File: config.mk
export PLATFORM = sky130hd
export DESIGN_NAME = joy_chain_scanner
export DESIGN_NICKNAME = d
export VERILOG_FILES = /design/src/rtl/joy_chain_scanner_pkg.sv /design/src/rtl/joy_chain_scanner_sync.sv /design/src/rtl/joy_chain_scanner.sv
export SDC_FILE = /design/constraint.sdc
export NUM_CORES = 1
export LEC_CHECK = 0
export CORE_MARGIN = 4
export CORE_UTILIZATION = 50
export CTS_CLUSTER_SIZE = 10
export DETAILED_ROUTE_END_ITERATION = 10
export PLACE_DENSITY = 0.81
export SKIP_CTS_REPAIR_TIMING = 1
export SYNTH_ARGS = -nofsm -noshare
export SYNTH_HDL_FRONTEND = slang
export SYNTH_SLANG_ARGS = --single-unit
File: constraint.sdc
create_clock -name clk -period 5 [get_ports clk]
set_input_delay 1.5 -clock clk [delete_from_list [all_inputs] [get_ports clk]]
set_output_delay 1.5 -clock clk [all_outputs]
set_load 0.05 [all_outputs]
File: src/rtl/joy_chain_scanner_pkg.sv
// Shared types for the serial joystick chain scanner.
// FSM state encoding and the shadow-bit to joystick-word map.
package joy_chain_scanner_pkg;

    typedef enum logic [1:0] {
        ST_LOAD    = 2'd0,
        ST_SHIFT   = 2'd1,
        ST_PUBLISH = 2'd2,
        ST_GAP     = 2'd3
    } state_e;

    localparam int MAP_BITS = 24;

    // word: 0 = joy1, 1 = joy2; idx: bit within that word
    typedef struct packed {
        logic       word;
        logic [3:0] idx;
    } map_t;

    function automatic map_t bit_map(input logic [4:0] i);
        map_t       m;
        logic [2:0] k;
        k      = i[2:0];
        m.word = (i >= 5'd8) && (i <= 5'd19);
        m.idx  = 4'd0;
        if (i < 5'd16) begin
            m.idx = (k == 3'd0) ? 4'd8 : 4'd7 - {1'b0, k};
        end else begin
            unique case (i[1:0])
                2'd0: m.idx = 4'd10;
                2'd1: m.idx = 4'd11;
                2'd2: m.idx = 4'd9;
                2'd3: m.idx = 4'd7;
                default: m.idx = 4'd0;
            endcase
        end
        return m;
    endfunction

    // Returns {joy2, joy1} for a captured frame
    function automatic logic [23:0] map_frame(input logic [MAP_BITS-1:0] sh);
        logic [11:0] j1;
        logic [11:0] j2;
        map_t        m;
        j1 = '1;
        j2 = '1;
        for (int i = 0; i < MAP_BITS; i++) begin
            m = bit_map(5'(i));
            if (m.word) j2[m.idx] = sh[i];
            else        j1[m.idx] = sh[i];
        end
        return {j2, j1};
    endfunction

endpackage

File: src/rtl/joy_chain_scanner_sync.sv
// Two-flop synchroniser for the asynchronous chain data pin.
// Idles high so a reset never looks like a pressed button.
module joy_bit_sync (
    input  logic clk,
    input  logic reset,
    input  logic d,
    output logic q
);

    logic [1:0] sync_q;
    logic [1:0] sync_d;

    // shift the raw pin through two stages
    always_comb begin
        sync_d = {sync_q[0], d};
    end

    // synchroniser register, released high
    always_ff @(posedge clk) begin
        if (reset) sync_q <= 2'b11;
        else       sync_q <= sync_d;
    end

    assign q = sync_q[1];

endmodule

File: src/rtl/joy_chain_scanner.sv
// Scans a 74HC165-style joystick chain on a single clock with a tick enable.
// Two identical consecutive frames are required before the joystick words move.
module joy_chain_scanner
    import joy_chain_scanner_pkg::*;
#(
    parameter int CLK_DIV   = 8,
    parameter int NBITS     = 24,
    parameter int GAP_TICKS = 4
) (
    input  logic        clk,
    input  logic        reset,
    input  logic        joy_data,
    output logic        joy_clk,
    output logic        joy_load,
    output logic [11:0] joy1,
    output logic [11:0] joy2,
    output logic        frame_valid,
    output logic        frame_err
);

    localparam int DW = $clog2(CLK_DIV);
    localparam int BW = $clog2(NBITS + 1);
    localparam int TW = $clog2(GAP_TICKS + 1) < 1 ? 1 : $clog2(GAP_TICKS + 1);

    state_e           state_q, state_d;
    logic [DW-1:0]    div_q, div_d;
    logic [TW-1:0]    tcnt_q, tcnt_d;
    logic [BW-1:0]    bitcnt_q, bitcnt_d;
    logic [NBITS-1:0] shadow_q, shadow_d;
    logic [NBITS-1:0] prev_q, prev_d;
    logic [11:0]      joy1_q, joy1_d;
    logic [11:0]      joy2_q, joy2_d;
    logic             fv_q, fv_d;
    logic             fe_q, fe_d;
    logic             joy_clk_q, joy_clk_d;
    logic             joy_load_q, joy_load_d;
    logic             data_s;
    logic             tick;
    logic [23:0]      frame_w;

    joy_bit_sync u_sync (
        .clk   (clk),
        .reset (reset),
        .d     (joy_data),
        .q     (data_s)
    );

    assign tick    = (div_q == DW'(CLK_DIV - 1));
    assign frame_w = map_frame(MAP_BITS'(shadow_q));

    // state and datapath registers
    always_ff @(posedge clk) begin
        if (reset) begin
            state_q    <= ST_LOAD;
            div_q      <= '0;
            tcnt_q     <= '0;
            bitcnt_q   <= '0;
            shadow_q   <= '1;
            prev_q     <= '1;
            joy1_q     <= 12'hFFF;
            joy2_q     <= 12'hFFF;
            fv_q       <= 1'b0;
            fe_q       <= 1'b0;
            joy_clk_q  <= 1'b0;
            joy_load_q <= 1'b1;
        end else begin
            state_q    <= state_d;
            div_q      <= div_d;
            tcnt_q     <= tcnt_d;
            bitcnt_q   <= bitcnt_d;
            shadow_q   <= shadow_d;
            prev_q     <= prev_d;
            joy1_q     <= joy1_d;
            joy2_q     <= joy2_d;
            fv_q       <= fv_d;
            fe_q       <= fe_d;
            joy_clk_q  <= joy_clk_d;
            joy_load_q <= joy_load_d;
        end
    end

    // next-state: load, shift, publish, gap
    always_comb begin
        state_d = state_q;
        unique case (state_q)
            ST_LOAD:
                if (tick && tcnt_q == TW'(1)) state_d = ST_SHIFT;
            ST_SHIFT:
                if (tick && joy_clk_q && bitcnt_q == BW'(NBITS))
                    state_d = ST_PUBLISH;
            ST_PUBLISH:
                state_d = ST_GAP;
            ST_GAP:
                if (tick && tcnt_q == TW'(GAP_TICKS - 1)) state_d = ST_LOAD;
            default:
                state_d = ST_LOAD;
        endcase
    end

    // pin drive, bit capture and frame filtering per state
    always_comb begin
        div_d      = tick ? '0 : div_q + 1'b1;
        tcnt_d     = tcnt_q;
        bitcnt_d   = bitcnt_q;
        shadow_d   = shadow_q;
        prev_d     = prev_q;
        joy1_d     = joy1_q;
        joy2_d     = joy2_q;
        fv_d       = 1'b0;
        fe_d       = 1'b0;
        joy_clk_d  = joy_clk_q;
        joy_load_d = joy_load_q;
        unique case (state_q)
            ST_LOAD: begin
                joy_load_d = 1'b0;
                joy_clk_d  = 1'b0;
                if (tick) begin
                    if (tcnt_q == TW'(1)) begin
                        tcnt_d     = '0;
                        joy_load_d = 1'b1;
                        bitcnt_d   = '0;
                    end else begin
                        tcnt_d = tcnt_q + 1'b1;
                    end
                end
            end
            ST_SHIFT: begin
                if (tick) begin
                    joy_clk_d = ~joy_clk_q;
                    // rising edge: take the bit shown since the last edge
                    if (!joy_clk_q) begin
                        shadow_d[bitcnt_q] = data_s;
                        bitcnt_d = bitcnt_q + 1'b1;
                    end
                end
            end
            ST_PUBLISH: begin
                prev_d = shadow_q;
                if (shadow_q == prev_q) begin
                    joy1_d = frame_w[11:0];
                    joy2_d = frame_w[23:12];
                    fv_d   = 1'b1;
                end else begin
                    fe_d = 1'b1;
                end
            end
            ST_GAP: begin
                joy_load_d = 1'b1;
                joy_clk_d  = 1'b0;
                if (tick) begin
                    if (tcnt_q == TW'(GAP_TICKS - 1)) begin
                        tcnt_d     = '0;
                        joy_load_d = 1'b0;
                    end else begin
                        tcnt_d = tcnt_q + 1'b1;
                    end
                end
            end
            default: ;
        endcase
    end

    assign joy_clk     = joy_clk_q;
    assign joy_load    = joy_load_q;
    assign joy1        = joy1_q;
    assign joy2        = joy2_q;
    assign frame_valid = fv_q;
    assign frame_err   = fe_q;

endmodule

# Word-level counts from Yosys, hierarchy flattened
# Index checks and enable logic that the tools add are counted.
[totals]
ram_bits = 0
output_inout_bits = 28
reg_bits = 91
mem_count = 0
romBits = 0
inputBits = 3
latchBits = 0
[op_classes]
reduce_logical = 18
shift = 0
bitwise = 2
mul = 0
magnitude_cmp = 2
muxes = 26
eq_ne = 16
add_sub_neg = 3
n_div = 0
[ops]
columns = ["cell", "count"]
rows = [
  ["$bwmux 24", 1],
  ["$eq 24x24->1", 1],
  ["$mux 5", 4],
  ["$ne 2x2->1 const B", 8],
  ["$mux 3", 4],
  ["$pmux 5 s2", 1],
  ["$reduce_and 3->1", 3],
  ["$mux 1", 8],
  ["$pmux 2 s4", 1],
  ["$add 3x1->3 const B", 2],
  ["$lt 5x6->1 const B", 1],
  ["$mux 2", 3],
  ["$pmux 3 s2", 1],
  ["$reduce_bool 2->1", 3],
  ["$reduce_or 2->1", 3],
  ["$add 5x1->5 const B", 1],
  ["$demux 1 s5", 1],
  ["$eq 5x5->1 const B", 1],
  ["$ge 5x1->1 const B", 1],
  ["$logic_and 1x1->1", 5],
  ["$reduce_and 5->1", 1],
  ["$eq 2x2->1 const B", 2],
  ["$pmux 1 s2", 2],
  ["$reduce_and 2->1", 2],
  ["other kinds (6)", 7],
]

# Logic depth before layout (Yosys ltp)
# Gate-level depths: netlist of the first run.
[depth]
word_depth = 5
ltp_mapped = 8

# Hierarchy
# From an unflattened synthesis of the first run, not the netlist that was laid out.
[unflattened]
hier_cells = 437
hier_area_um2 = 4285.4
[modules_own_cells]
columns = ["mod", "seq_area_each_um2", "area_each_um2", "instances", "cells_each"]
rows = [
  ["joy_chain_scanner", 1781.7, 4232.8, 1, 433],
  ["joy_bit_sync", 40.0, 52.6, 1, 4],
]

# Worst setup path before layout of the first run
# Ideal clock, no wire load.
[synth_path]
path_type = "input port to flip-flop"
from = "in reset"
to = "reg joy1_q[10], in the netlist joy1[10]"
path_stages = 4
t_arrival_ps = 2187
setup_time_ps = 72
required_time_ps = 4928
setup_slack_ps = 2741
path_cell_list = "clkbuf_1 > clkbuf_1 > nor2_1 > mux2i_1"
[synth_lines]
columns = ["element", "line", "text"]
rows = [
  ["from (decl)", "joy_chain_scanner.sv:11", "input logic reset,"],
  ["to (signal assigned)", "joy_chain_scanner.sv:73", "joy1_q <= joy1_d;"],
  ["to (decl)", "joy_chain_scanner.sv:31", "logic [11:0] joy1_q, joy1_d;"],
]

# Worst setup path in the final report of the first run
[layout_path]
from = "reg joy_clk_q, in the netlist joy_clk"
to = "out joy_clk"
[layout_lines]
columns = ["element", "line", "text"]
rows = [
  ["from (decl)", "joy_chain_scanner.sv:35", "logic joy_clk_q, joy_clk_d;"],
  ["from (signal assigned)", "joy_chain_scanner.sv:77", "joy_clk_q <= joy_clk_d;"],
  ["to (decl)", "joy_chain_scanner.sv:13", "output logic joy_clk,"],
]
# No word-level cell between the ends.

==> reports/qor.yml, run 1 <==
r2r.worst_path.cells: 6
grt_use_total: 0.170
syn_avg_cell_area_um2: 9.67
drt_iter0_markers: 113
cp.required_ns: 3.50
status: "completed"
grt_max_degree: 111
syn2layout_area_growth_pct: 10.6
placementRows: 33
post-route-util: 0.566
arrival_ns: 1.60
skew_ns: 0.00653
wire_per_inst_um: 14.5
synth_edf_count: 0
io_pins: 31
root_buffer: "clkbuf_8"
ys.flop_type: "dfxtp_1"
postSynth.asyncResetShare: 0
critPathMaxStageDelay_ns: 0.83
synthCells: 433
cpLargestDelayFamily: "buffers and inverters"
grt_pass1_vias: 2923
clk_pin_slew_ns: 0.09
start_util: 0.512
cp.depth: 1
drv_slew: 0
antenna_found_initial: 0
min_period_over_period: 0.621
wirelength_um: 8040
synth_fp_nets: 451
cts_sinks: 91
cp_max_fo: 5
drc: 0
synth_seq_area_share: 0.435
antenna_left: 0
crit_start: "joy_clk"
cts_tree: "done"
timing.final.crit_period_ns: 3.10
hp-class: "reg2reg"
maxSlewHeadroom: 0.289
p_per_area_nw_per_um2: 295
cp-end-kind: "output port"
fin_nets: 464
p_total_uw: 1360
yosysWarnings: 0
cts_inserted_buffers: 9
cts_htree_levels: 3
worst_slack_ns: 1.90
overflow: 0
clkLatencyLatePin_ns: 0.36
grt_pass1_wl_um: 13700
crit_slowest_cell: "clkdlybuf4s50_1"
dp_hpwl_um: 5400
antenna_cells: 0
clock_path_buffers: 2
rsz0062_at_grt: "false"
hold_viol_final: 0
synth.most_common_cell: "dfxtp_1"
dieHeight_um: 99.5
coreArea_um2: 8180
r2r_start: "state_q[0]"
vias: 3020
die_w_um: 99.5
post-place-ws_ns: 2.28
synth_top_area_cell: "dfxtp_1"
start_kind: "register"
tns_ns: 0
hold_start: "u_sync.sync_q[0]"
avgViaCountPerCell: 5.43
drtPass1Iterations: 4
ir_drop_uv: 153
synth_top_cell_area_share: 0.435
synth.distinct_cells: 43
hold_depth: 1
synth-seq-cells: 91
synth_commonest_cells: "dfxtp_1, nor2_1, a211o_1, nor2b_1, mux2i_1"
die-area_um2: 9900
critical_path.cell_chain: "clkdlybuf4s50_1"
drv_cap: 0
p_leak_uw: 0.00162
worst_pin_slew_ns: 1.07
synth_area_leaders: "dfxtp_1, mux2i_1, nor2_1"
path_class: "reg2out"
drive_above_1_share: 0.0576
gp_congestion: 0.788
finalSetupViolCount: 0
hold_slack_ns: 0.413
path_buf_inv: 1
portBuffers: 30
synth_area_um2: 4190
fmax_mhz: 322
[per-stage QoR]
step | std cells | cell area, um^2
floorplan | 433 | 4190
global placement | 540 | 4450
detailed placement | 540 | 4450
CTS | 556 | 4630
global route | 556 | 4630
finish | 556 | 4630
[flip-flops by register name, summed over array words and instances (netlist names)]
signal and flops:
prev_q 24, tcnt_q 3, shadow_q 24, joy2 12
div_q 3, joy1 12, joy_load 1, state_q 2
joy_clk 1, frame_valid 1, bitcnt_q 5, u_sync.sync_q 2
frame_err 1
[cell type report]
type                    instances  area [um^2]
multi-input cells             302         2150
repair buffers                 32          313
flip-flops and latches         91         1820
inverters                      10         37.5
clock buffers                   9          124
fillers                       711         3540
well taps                     105          131
clock inverters                 7         52.6
[layer usage]
metal  up-vias  track usage  part of all wire
met5         -            0                 0
met4         0       0.0662             0.017
met3        10       0.0358             0.032
met2        44        0.287              0.47
met1      1437        0.212              0.48
li1       1529            -                 -
[worst paths after layout]
check,endpoint,slack [ns]
setup / recovery,joy_clk,1.90
hold reg to reg,u_sync.sync_q[1],0.41
setup reg to reg,joy2[3],2.58
hold / removal,u_sync.sync_q[1],0.41
[where the power goes]
group | internal [uW] | switching [uW]
registers | 742 | 16.9
logic | 63.0 | 84.1
clock network | 182 | 276
total | 987 | 377
[cell families (layout without fill, tap and decap cells)]
family                     Yosys count  after routing  synth area share
DFF                                 91             91             0.435
xor gates and xnor gates            28             28            0.0586
muxes                               27             27            0.0649
adders and majority gates           15             15            0.0448
buffers and inverters               40             58            0.0508
AOI/OAI and AO/OA                   79             79             0.159
and+or+nand+nor                    153            153             0.187
[cells in the final DEF, fill, tap and decap left out, types with 6 or more instances in the layout]
cell and count:
ha_1 15, clkdlybuf4s50_1 29, nand2_1 13, dfxtp_1 91, xnor2_1 25, nor2_1 69, nor2b_1 28, nand4_1 9
a21boi_1 16, inv_1 10, nand3b_1 7, a211o_1 29, mux2i_1 26, o21ai_1 6, clkbuf_8 9, a311o_1 16
Power figures use the tool's default switching activity.
==> run 2, diff against run 1 <==
- PLACE_DENSITY: 0.81 -> 0.83
- clock period: 5 -> 2.8 ns (I/O delays scaled with it)
==> run 2 against run 1 <==
Clock skew increased by 0.0069 ns. Count of clock-buffer cells in the layout unchanged. Critical path depth did not move. Core utilization grew 0.28 points. Setup slack got worse by 1.5 ns. First-iteration DRC count rose by 46%. Combinational power grew 84%. Sequential power is 78% higher. Register-to-register slack got worse by 1.9 ns. Die area unchanged. Clock power up 72%. Worst hold slack improved by 0.0065 ns. Critical endpoint unchanged.
==> reports/qor.yml, run 2 (synthesized netlist as in run 1, its figures left out) <==
status: "completed"
clk_pin_slew_ns: 0.09  # about the same
post_dp_cell_area_um2: 4480  # +0.67%
grt_pass1_wl_um: 13400  # -2.4%
rsz0062_at_grt: "false"
cp_max_fo: 5  # unchanged
hold_slack_ns: 0.420  # +0.00652 ns
reg_top3: "prev_q: 24 flops, shadow_q: 24 flops"
cts_inserted_buffers: 9  # unchanged
register_area_um2: 1820  # unchanged
drtPass1Iterations: 4  # unchanged
ir_drop_uv: 214  # +40%
cts_sinks: 91  # unchanged
use_met2: 0.269  # -0.0186
antenna_cells: 0  # unchanged
hp-class: "reg2reg"
io_pins: 31  # unchanged
path_buf_inv: 1  # unchanged
fin_nets: 468  # +0.86%
dieHeight_um: 99.5  # unchanged
grt_max_degree: 71  # -36%
grt_pass1_vias: 2822  # -3.5%
fin_cells: 560  # +0.72%
wirelength_um: 8000  # -0.56%
critPathMaxStageDelay_ns: 0.83  # about the same
mostFrequentLayoutCell: "dfxtp_1"
antenna_found_initial: 0  # unchanged
grt.busiest_layer: "met2"
grt_use_met3: 0.0337  # -0.00210
clock_path_buffers: 2  # unchanged
finalSetupViolCount: 0  # unchanged
cts_tree: "done"
p_leak_uw: 0.00166  # +1.9%
arrival_ns: 1.59  # about the same
root_buffer: "clkbuf_8"
cp.required_ns: 1.96  # -1.54 ns
crit_slowest_cell: "clkdlybuf4s50_1"
met1_usage: 0.220  # +0.00755
timing.final.crit_period_ns: 2.43
start_util: 0.512  # unchanged
fin_area_um2: 4650  # +0.49%
placementRows: 33  # unchanged
dp.cells: 544  # +0.74%
post-route-util: 0.569  # +0.00276
p_per_area_nw_per_um2: 518  # +76%
final_cell_mix: "dfxtp_1, nor2_1, a211o_1, clkdlybuf4s50_1, nor2b_1"
die-area_um2: 9900  # unchanged
start_kind: "register"
hold_viol_final: 0  # unchanged
path_class: "reg2out"
drive_above_1_share: 0.0659  # +0.00828
fmax_mhz: 412
tns_ns: 0  # unchanged
portBuffers: 30  # unchanged
wire_per_inst_um: 14.3  # -1.3%
gp_congestion: 0.782  # -0.72%
skew_ns: 0.0134  # +0.00687 ns
drv_cap: 0  # unchanged
clkLatencyLatePin_ns: 0.36  # about the same
cts_htree_levels: 3  # unchanged
overflow: 0  # unchanged
vias: 3026  # +0.20%
grt_use_total: 0.167  # -0.00263
critical_path.cell_chain: "clkdlybuf4s50_1"
drv_slew: 0  # unchanged
drc: 0  # unchanged
coreArea_um2: 8180  # unchanged
cpLargestDelayFamily: "buffers and inverters"
nFillCells: 694  # -2.4%
die_w_um: 99.5  # unchanged
antenna_left: 0  # unchanged
multi_input_area_um2: 2150  # unchanged
worst_pin_slew_ns: 0.836  # -0.230 ns
maxSlewHeadroom: 0.442  # +0.152
avgViaCountPerCell: 5.40  # -0.52%
syn2layout_area_growth_pct: 11.2
min_period_over_period: 0.866
cp-end-kind: "output port"
dp_hpwl_um: 5470  # +1.3%
drt_iter0_markers: 165  # +46%
-- run 2: path summary, 6_finish.rpt --
kind	end	cells after the start	slack, ns	start
max reg2reg	shadow_q[10]	6	0.73	div_q[0]
min reg2reg	u_sync.sync_q[1]	1	0.42	u_sync.sync_q[0]
min	u_sync.sync_q[1]	1	0.42	u_sync.sync_q[0]
max	joy_clk	1	0.37	joy_clk
-- run 2: per-stage QoR --
| stage | total power [uW] | setup slack (ns) |
|---|---|---|
| floorplan | 1600 | 1.07 |
| global placement | 1640 | 0.769 |
| detailed placement | 1650 | 0.772 |
| CTS | 2430 | 0.348 |
| global route | 2510 | 0.320 |
| finish | 2410 | 0.374 |
-- run 2: layer usage --
| metal | wire, um | share of wire |
|---|---|---|
| met1 | 3860 | 0.48 |
| met2 | 3640 | 0.45 |
| met3 | 356 | 0.045 |
| met4 | 140 | 0.018 |
| met5 | 0 | 0 |
-- run 2: layout make-up --
| cell class | instances | share of cell area |
|---|---|---|
| Tap cell | 105 | 0.0282 |
| Multi-Input combinational cell | 302 | 0.462 |
| Timing Repair Buffer | 36 | 0.0737 |
| Sequential cell | 91 | 0.392 |
| Clock inverter | 7 | 0.00968 |
| Inverter | 10 | 0.00807 |
| Clock buffer | 9 | 0.0266 |
-- run 2: where the power goes --
part / switching (uW) / internal (uW) / total (uW)
Sequential: 29.8 / 1320 / 1350
Combinational: 153 / 116 / 270
Clock: 467 / 319 / 786
Total: 650 / 1760 / 2410
